### src/rtl/writeback_arbiter.sv
// -----------------------------------------------------------------------------
// writeback_arbiter
//
// Merges ALU results and load-unit results onto the single write port
// (ZielRegister / ZielDaten / Schreibsignal) of the register file. The ALU
// always wins the slot. Load results wait in a small FIFO until a cycle in
// which the ALU does not write. The decoder can ask whether a register still
// has a write in flight (query_reg / query_pending) so that it can stall on
// RAW hazards against buffered loads.
//
// Ports
//   Clock, Reset            rising-edge clock, synchronous active-high reset
//   alu_valid/ziel/daten    ALU result; there is no back-pressure
//   mem_valid/ready         load-result handshake into the FIFO
//   mem_ziel/daten          load destination register and data
//   query_reg               register index the decoder wants to read
//   query_pending           a not-yet-committed write targets query_reg
//   fifo_count              number of buffered load results (0..FIFO_DEPTH)
//   ZielRegister/ZielDaten  registered write address/data to the register file
//   Schreibsignal           registered write enable to the register file
//
// Handshake: a load transfer happens on a rising edge where
// mem_valid && mem_ready are both high. mem_ready depends only on Reset and
// the current fill level, never on mem_valid, so the producer may hold
// mem_valid with stable data until it sees mem_ready. A transfer with
// mem_ziel == 0 completes but nothing is stored (register 0 is never written).
// -----------------------------------------------------------------------------
module writeback_arbiter #(
    parameter int DATA_WIDTH = 32,
    parameter int ADDR_WIDTH = 6,
    parameter int FIFO_DEPTH = 4
) (
    input  logic                          Clock,
    input  logic                          Reset,
    input  logic                          alu_valid,
    input  logic [ADDR_WIDTH-1:0]         alu_ziel,
    input  logic [DATA_WIDTH-1:0]         alu_daten,
    input  logic                          mem_valid,
    output logic                          mem_ready,
    input  logic [ADDR_WIDTH-1:0]         mem_ziel,
    input  logic [DATA_WIDTH-1:0]         mem_daten,
    input  logic [ADDR_WIDTH-1:0]         query_reg,
    output logic                          query_pending,
    output logic [$clog2(FIFO_DEPTH):0]   fifo_count,
    output logic [ADDR_WIDTH-1:0]         ZielRegister,
    output logic [DATA_WIDTH-1:0]         ZielDaten,
    output logic                          Schreibsignal
);

    localparam int PTR_W = $clog2(FIFO_DEPTH);
    localparam int CNT_W = PTR_W + 1;
    localparam logic [CNT_W-1:0] DEPTH_C = CNT_W'(FIFO_DEPTH);

    // Load-result buffer. Contents are not reset: validity is defined purely
    // by head/count, so stale entries are harmless.
    logic [ADDR_WIDTH-1:0] r_fifo_ziel  [FIFO_DEPTH];
    logic [DATA_WIDTH-1:0] r_fifo_daten [FIFO_DEPTH];
    logic [PTR_W-1:0]      r_head;
    logic [PTR_W-1:0]      r_tail;
    logic [CNT_W-1:0]      r_count;

    logic                  r_schreib;
    logic [ADDR_WIDTH-1:0] r_ziel_reg;
    logic [DATA_WIDTH-1:0] r_ziel_daten;

    logic w_mem_ready;
    logic w_push;
    logic w_alu_win;
    logic w_pop;
    logic w_fifo_hit;

    // Ready deliberately ignores a pop in the same cycle: a full FIFO refuses
    // even while draining, which keeps ready free of the arbitration path.
    assign w_mem_ready = !Reset && (r_count < DEPTH_C);
    assign w_push      = mem_valid && w_mem_ready && (mem_ziel != '0);

    // An ALU result aimed at register 0 is a no-op and must not steal the slot.
    assign w_alu_win   = alu_valid && (alu_ziel != '0);
    assign w_pop       = !Reset && !w_alu_win && (r_count != '0);

    // ---------------------------------------------------------------- FIFO
    always_ff @(posedge Clock) begin
        if (w_push) begin
            r_fifo_ziel[r_tail]  <= mem_ziel;
            r_fifo_daten[r_tail] <= mem_daten;
        end
    end

    always_ff @(posedge Clock) begin
        if (Reset) begin
            r_head  <= '0;
            r_tail  <= '0;
            r_count <= '0;
        end else begin
            // Pointers wrap naturally because the depth is a power of two.
            if (w_push) r_tail <= r_tail + 1'b1;
            if (w_pop)  r_head <= r_head + 1'b1;
            case ({w_push, w_pop})
                2'b10:   r_count <= r_count + 1'b1;
                2'b01:   r_count <= r_count - 1'b1;
                default: r_count <= r_count;
            endcase
        end
    end

    // ---------------------------------------------------------- write port
    always_ff @(posedge Clock) begin
        if (Reset) begin
            r_schreib    <= 1'b0;
            r_ziel_reg   <= '0;
            r_ziel_daten <= '0;
        end else if (w_alu_win) begin
            r_schreib    <= 1'b1;
            r_ziel_reg   <= alu_ziel;
            r_ziel_daten <= alu_daten;
        end else if (w_pop) begin
            r_schreib    <= 1'b1;
            r_ziel_reg   <= r_fifo_ziel[r_head];
            r_ziel_daten <= r_fifo_daten[r_head];
        end else begin
            // Address/data hold their last value; only the enable drops.
            r_schreib    <= 1'b0;
        end
    end

    // ------------------------------------------------------ hazard query
    // Entry i is live when its distance from head (mod depth) is below count.
    always_comb begin
        w_fifo_hit = 1'b0;
        for (int i = 0; i < FIFO_DEPTH; i++) begin
            if (({1'b0, PTR_W'(i) - r_head} < r_count) &&
                (r_fifo_ziel[i] == query_reg)) begin
                w_fifo_hit = 1'b1;
            end
        end
    end

    // Only state is consulted: this cycle's alu_* / mem_* inputs are excluded.
    assign query_pending = (query_reg != '0) &&
                           (w_fifo_hit || (r_schreib && (r_ziel_reg == query_reg)));

    assign mem_ready     = w_mem_ready;
    assign fifo_count    = r_count;
    assign Schreibsignal = r_schreib;
    assign ZielRegister  = r_ziel_reg;
    assign ZielDaten     = r_ziel_daten;

endmodule
### config.mk
export PLATFORM = sky130hd
export DESIGN_NAME = writeback_arbiter
export DESIGN_NICKNAME = d
export VERILOG_FILES = /design/src/rtl/writeback_arbiter.sv
export SDC_FILE = /design/constraint.sdc
export NUM_CORES = 1
export LEC_CHECK = 0
export CAP_MARGIN = 20
export CORE_MARGIN = 2
export CORE_UTILIZATION = 57
export CTS_CLUSTER_DIAMETER = 200
export DETAILED_ROUTE_END_ITERATION = 8
export DONT_BUFFER_PORTS = 1
export PLACE_DENSITY_LB_ADDON = 0.2
export SLEW_MARGIN = 20
export SYNTH_ARGS = -nofsm -noshare
export SYNTH_HDL_FRONTEND = slang
export SYNTH_SLANG_ARGS = --single-unit
### constraint.sdc
create_clock -name Clock -period 2.4 [get_ports Clock]
set_input_delay 0.24 -clock Clock [delete_from_list [all_inputs] [get_ports Clock]]
set_output_delay 0.24 -clock Clock [all_outputs]
set_load 0.01 [all_outputs]
==> flow_metrics.py <==
metrics = {
    "yosys": {
        "synth_top_area_share": 0.555,
        "synth_fp_nets": 590,
        "synth.area.top_cells": "edfxtp_1, dfxtp_1, mux4_2",
        "syn_area_um2": 8230,
        "ys_seq_area_frac": 0.672,
        "syn_inst": 494,
        "ys.flop_type": "edfxtp_1",
        "synth-seq-cells": 200,
        "synth-edff-count": 152,
        "synth.avg_cell_area_um2": 16.7,
        "yosysTopAreaCell": "edfxtp_1",
        "synthDistinctLibCells": 37,
        "async_flop_share": 0,
        "ys_warn_count": 0,
    },
    "timing": {
        "maxSlewViolCount": 0,
        "rsz0062_at_grt": "false",
        "fmax_ghz": 0.435,
        "tightest_slew_ns": 0.457,
        "whs_ns": 0.0329,
        "tns_ns": 0,
        "setup_violations": 0,
        "max_slew_margin": 0.696,
        "fin_crit_ns": 2.30,
        "clock_skew_ns": 0.00812,
        "period_share": 0.958,
        "finalHoldViolations": 0,
    },
    "placement": {
        "place_inst": 662,
        "port_buffers": 0,
        "routabilityCongestion": 0.872,
        "placed_area_um2": 8610,
        "hpwl_um": 10900,
    },
    "global_route": {
        "grt_pass1_vias": 4648,
        "antenna_found_initial": 0,
        "grt_max_degree": 48,
        "grt_pass1_wl_um": 25400,
        "grt-ovfl-total": 0,
        "grt_use_total": 0.231,
    },
    "outcome": {
        "outcome": "complete, no violations",
    },
    "cts": {
        "cts_buffers": 17,
        "ctsLongestPathBuffers": 2,
        "cts.clk_slew.worst_paths_ns": 0.07,
        "clk_latency_ns": 0.43,
        "cts_tree": "done",
        "clock-sinks": 200,
        "htreeDepth": 4,
        "root_buffer": "clkbuf_16",
    },
    "floorplanning": {
        "fp.dieW_um": 124,
        "die_height_um": 124,
        "core_region_area_um2": 14000,
        "start_util": 0.588,
        "die_area_um2": 15400,
        "rows": 43,
        "ioPinCount": 130,
    },
    "critical_path": {
        "crit_path_end_kind": "primary output",
        "startpoint_type": "flop",
        "path_cells": "xnor2_2, inv_1, ha_1, a2111oi_1, a211oi_1, a21oi_2",
        "rr_worst_depth": 9,
        "reg2reg_to": "fifo_count[2]",
        "timing_worst_setup_path_type": "flop to primary output",
        "arrival_ns": 2.06,
        "cp_slowest_stage_delay_ns": 0.42,
        "r2r-start": "fifo_count[2]",
        "reg2reg_slack_ns": 0.28,
        "cpMaxStageDelayCell": "dfxtp_1",
        "cp.required_ns": 2.16,
        "cp_max_fo": 3,
    },
    "min_path": {
        "min_from": "alu_valid",
        "whs_endpoint": "ZielRegister[4]",
        "hold_path_class": "input pin to flop",
        "hold_depth": 2,
    },
    "route": {
        "num_vias": 4471,
        "via_per_inst": 6.04,
        "first_pass_iters": 4,
        "wire_per_inst_um": 22.8,
        "totalWireLength_um": 16800,
        "ant_nets": 0,
        "drt_iter0_drc": 297,
        "drc": 0,
    },
    "run": {
        "max_cap_violations": 0,
    },
    "cells_and_area": {
        "instances_no_fill": 740,
        "area_growth_pct": 18.4,
        "fin_area_um2": 9740,
        "drive_gt1_frac": 0.225,
        "final_common_cell": "edfxtp_1",
        "layout.nets": 644,
        "mostFrequentLayoutCells": "edfxtp_1, nor2_1, dlygate4sd3_1",
        "diodes": 0,
    },
    "power_and_ir_drop": {
        "power_density_nw_per_um2": 797,
        "p_leak_uw": 0.00327,
        "ir_drop_mv": 0.641,
    },
}
worst max-delay path by stage:
stage,start,endpoint,slack [ns],depth (start not counted)
3_3_place_gp,mem_ziel[1],fifo_count[2],0.02,9
3_5_place_dp,mem_ziel[1],fifo_count[2],-0.02,9
4_1_cts,r_head[1],query_pending,0.05,6
6_report,r_head[1],query_pending,0.10,6
5_1_grt,r_head[1],query_pending,0.004,6
2_1_floorplan,alu_ziel[1],fifo_count[2],-0.08,9
cells by family (layout without fill, tap and decap cells):
logic type	Yosys count	count (layout)	synth area share
flip-flops	200	200	0.672
AND/OR/NAND/NOR	76	76	0.0405
multiplexers	71	71	0.144
AO/OA/AOI/OAI	60	60	0.0674
buffers and inverters	41	107	0.0220
XOR/XNOR	36	36	0.0383
adder cells (fa/ha/maj)	10	10	0.0161
where the power goes:
group / total [uW] / switching [uW] / internal (uW)
combinational: 772 / 396 / 376
sequential: 4010 / 132 / 3880
clock: 2980 / 1220 / 1760
total: 7760 / 1750 / 6010
state kept, by name, indices dropped and copies added, names as in the netlist, named ones only:
register,count
r_fifo_daten,128
r_fifo_ziel,24
fifo_count,3
ZielRegister,6
Schreibsignal,1
r_head,2
ZielDaten,32
r_tail,2
layout make-up:
cell class              count  area, um^2
multi-input cells         253        2570
inverters                   9        33.8
clock buffers              18         439
clock inverters            13         176
fillers                   942        4250
repair buffers             67         763
well taps                 180         225
flip-flops and latches    200        5530
per-layer routing:
| metal | vias to the layer above | global-route usage | wire length (um) |
|---|---|---|---|
| li1 | 2020 | - | - |
| met1 | 2284 | 0.290 | 7010 |
| met2 | 146 | 0.388 | 8630 |
| met3 | 21 | 0.0650 | 965 |
| met4 | 0 | 0.0808 | 232 |
| met5 | - | 0 | 0 |
Yosys cell counts (3+ instances only):
master,number
and2_1,5
buf_2,7
a211oi_1,15
inv_1,9
a211oi_2,20
xnor2_1,16
buf_4,3
ha_1,9
o21ai_0,3
nor2_1,49
a21oi_1,9
mux2i_1,33
dfxtp_1,48
a311oi_1,4
mux4_2,38
xor2_1,20
clkbuf_1,19
nor3_1,4
nand2_1,8
edfxtp_1,152
per-stage QoR:
stage | total power (uW) | util | setup WS [ns]
floorplan | 4570 | - | -0.0796
global placement | 4720 | 0.616 | 0.0218
detailed placement | 4740 | 0.616 | -0.0173
CTS | 7810 | 0.695 | 0.0485
global route | 8010 | 0.696 | 0.00410
finish | 7760 | 0.696 | 0.101
timing repair:
action | CTS | global route
endpoints found under the hold margin | 200 | 0
setup buffers | 0 | 0
gates cloned | 0 | 0
pin swaps | 0 | 1
gates resized for setup | 3 | 5
hold buffers | 47 | 0
setup endpoints to repair | 1 | 1
critical path: cells and delay by family, from the launching register on:
| family | cells | cell delay [ns] |
|---|---|---|
| AOI/OAI and AO/OA | 3 | 0.73 |
| xor gates and xnor gates | 1 | 0.14 |
| adders and majority gates | 1 | 0.27 |
| buffers and inverters | 1 | 0.06 |
| DFF | 1 | 0.42 |
Power figures use the tool's default switching activity.
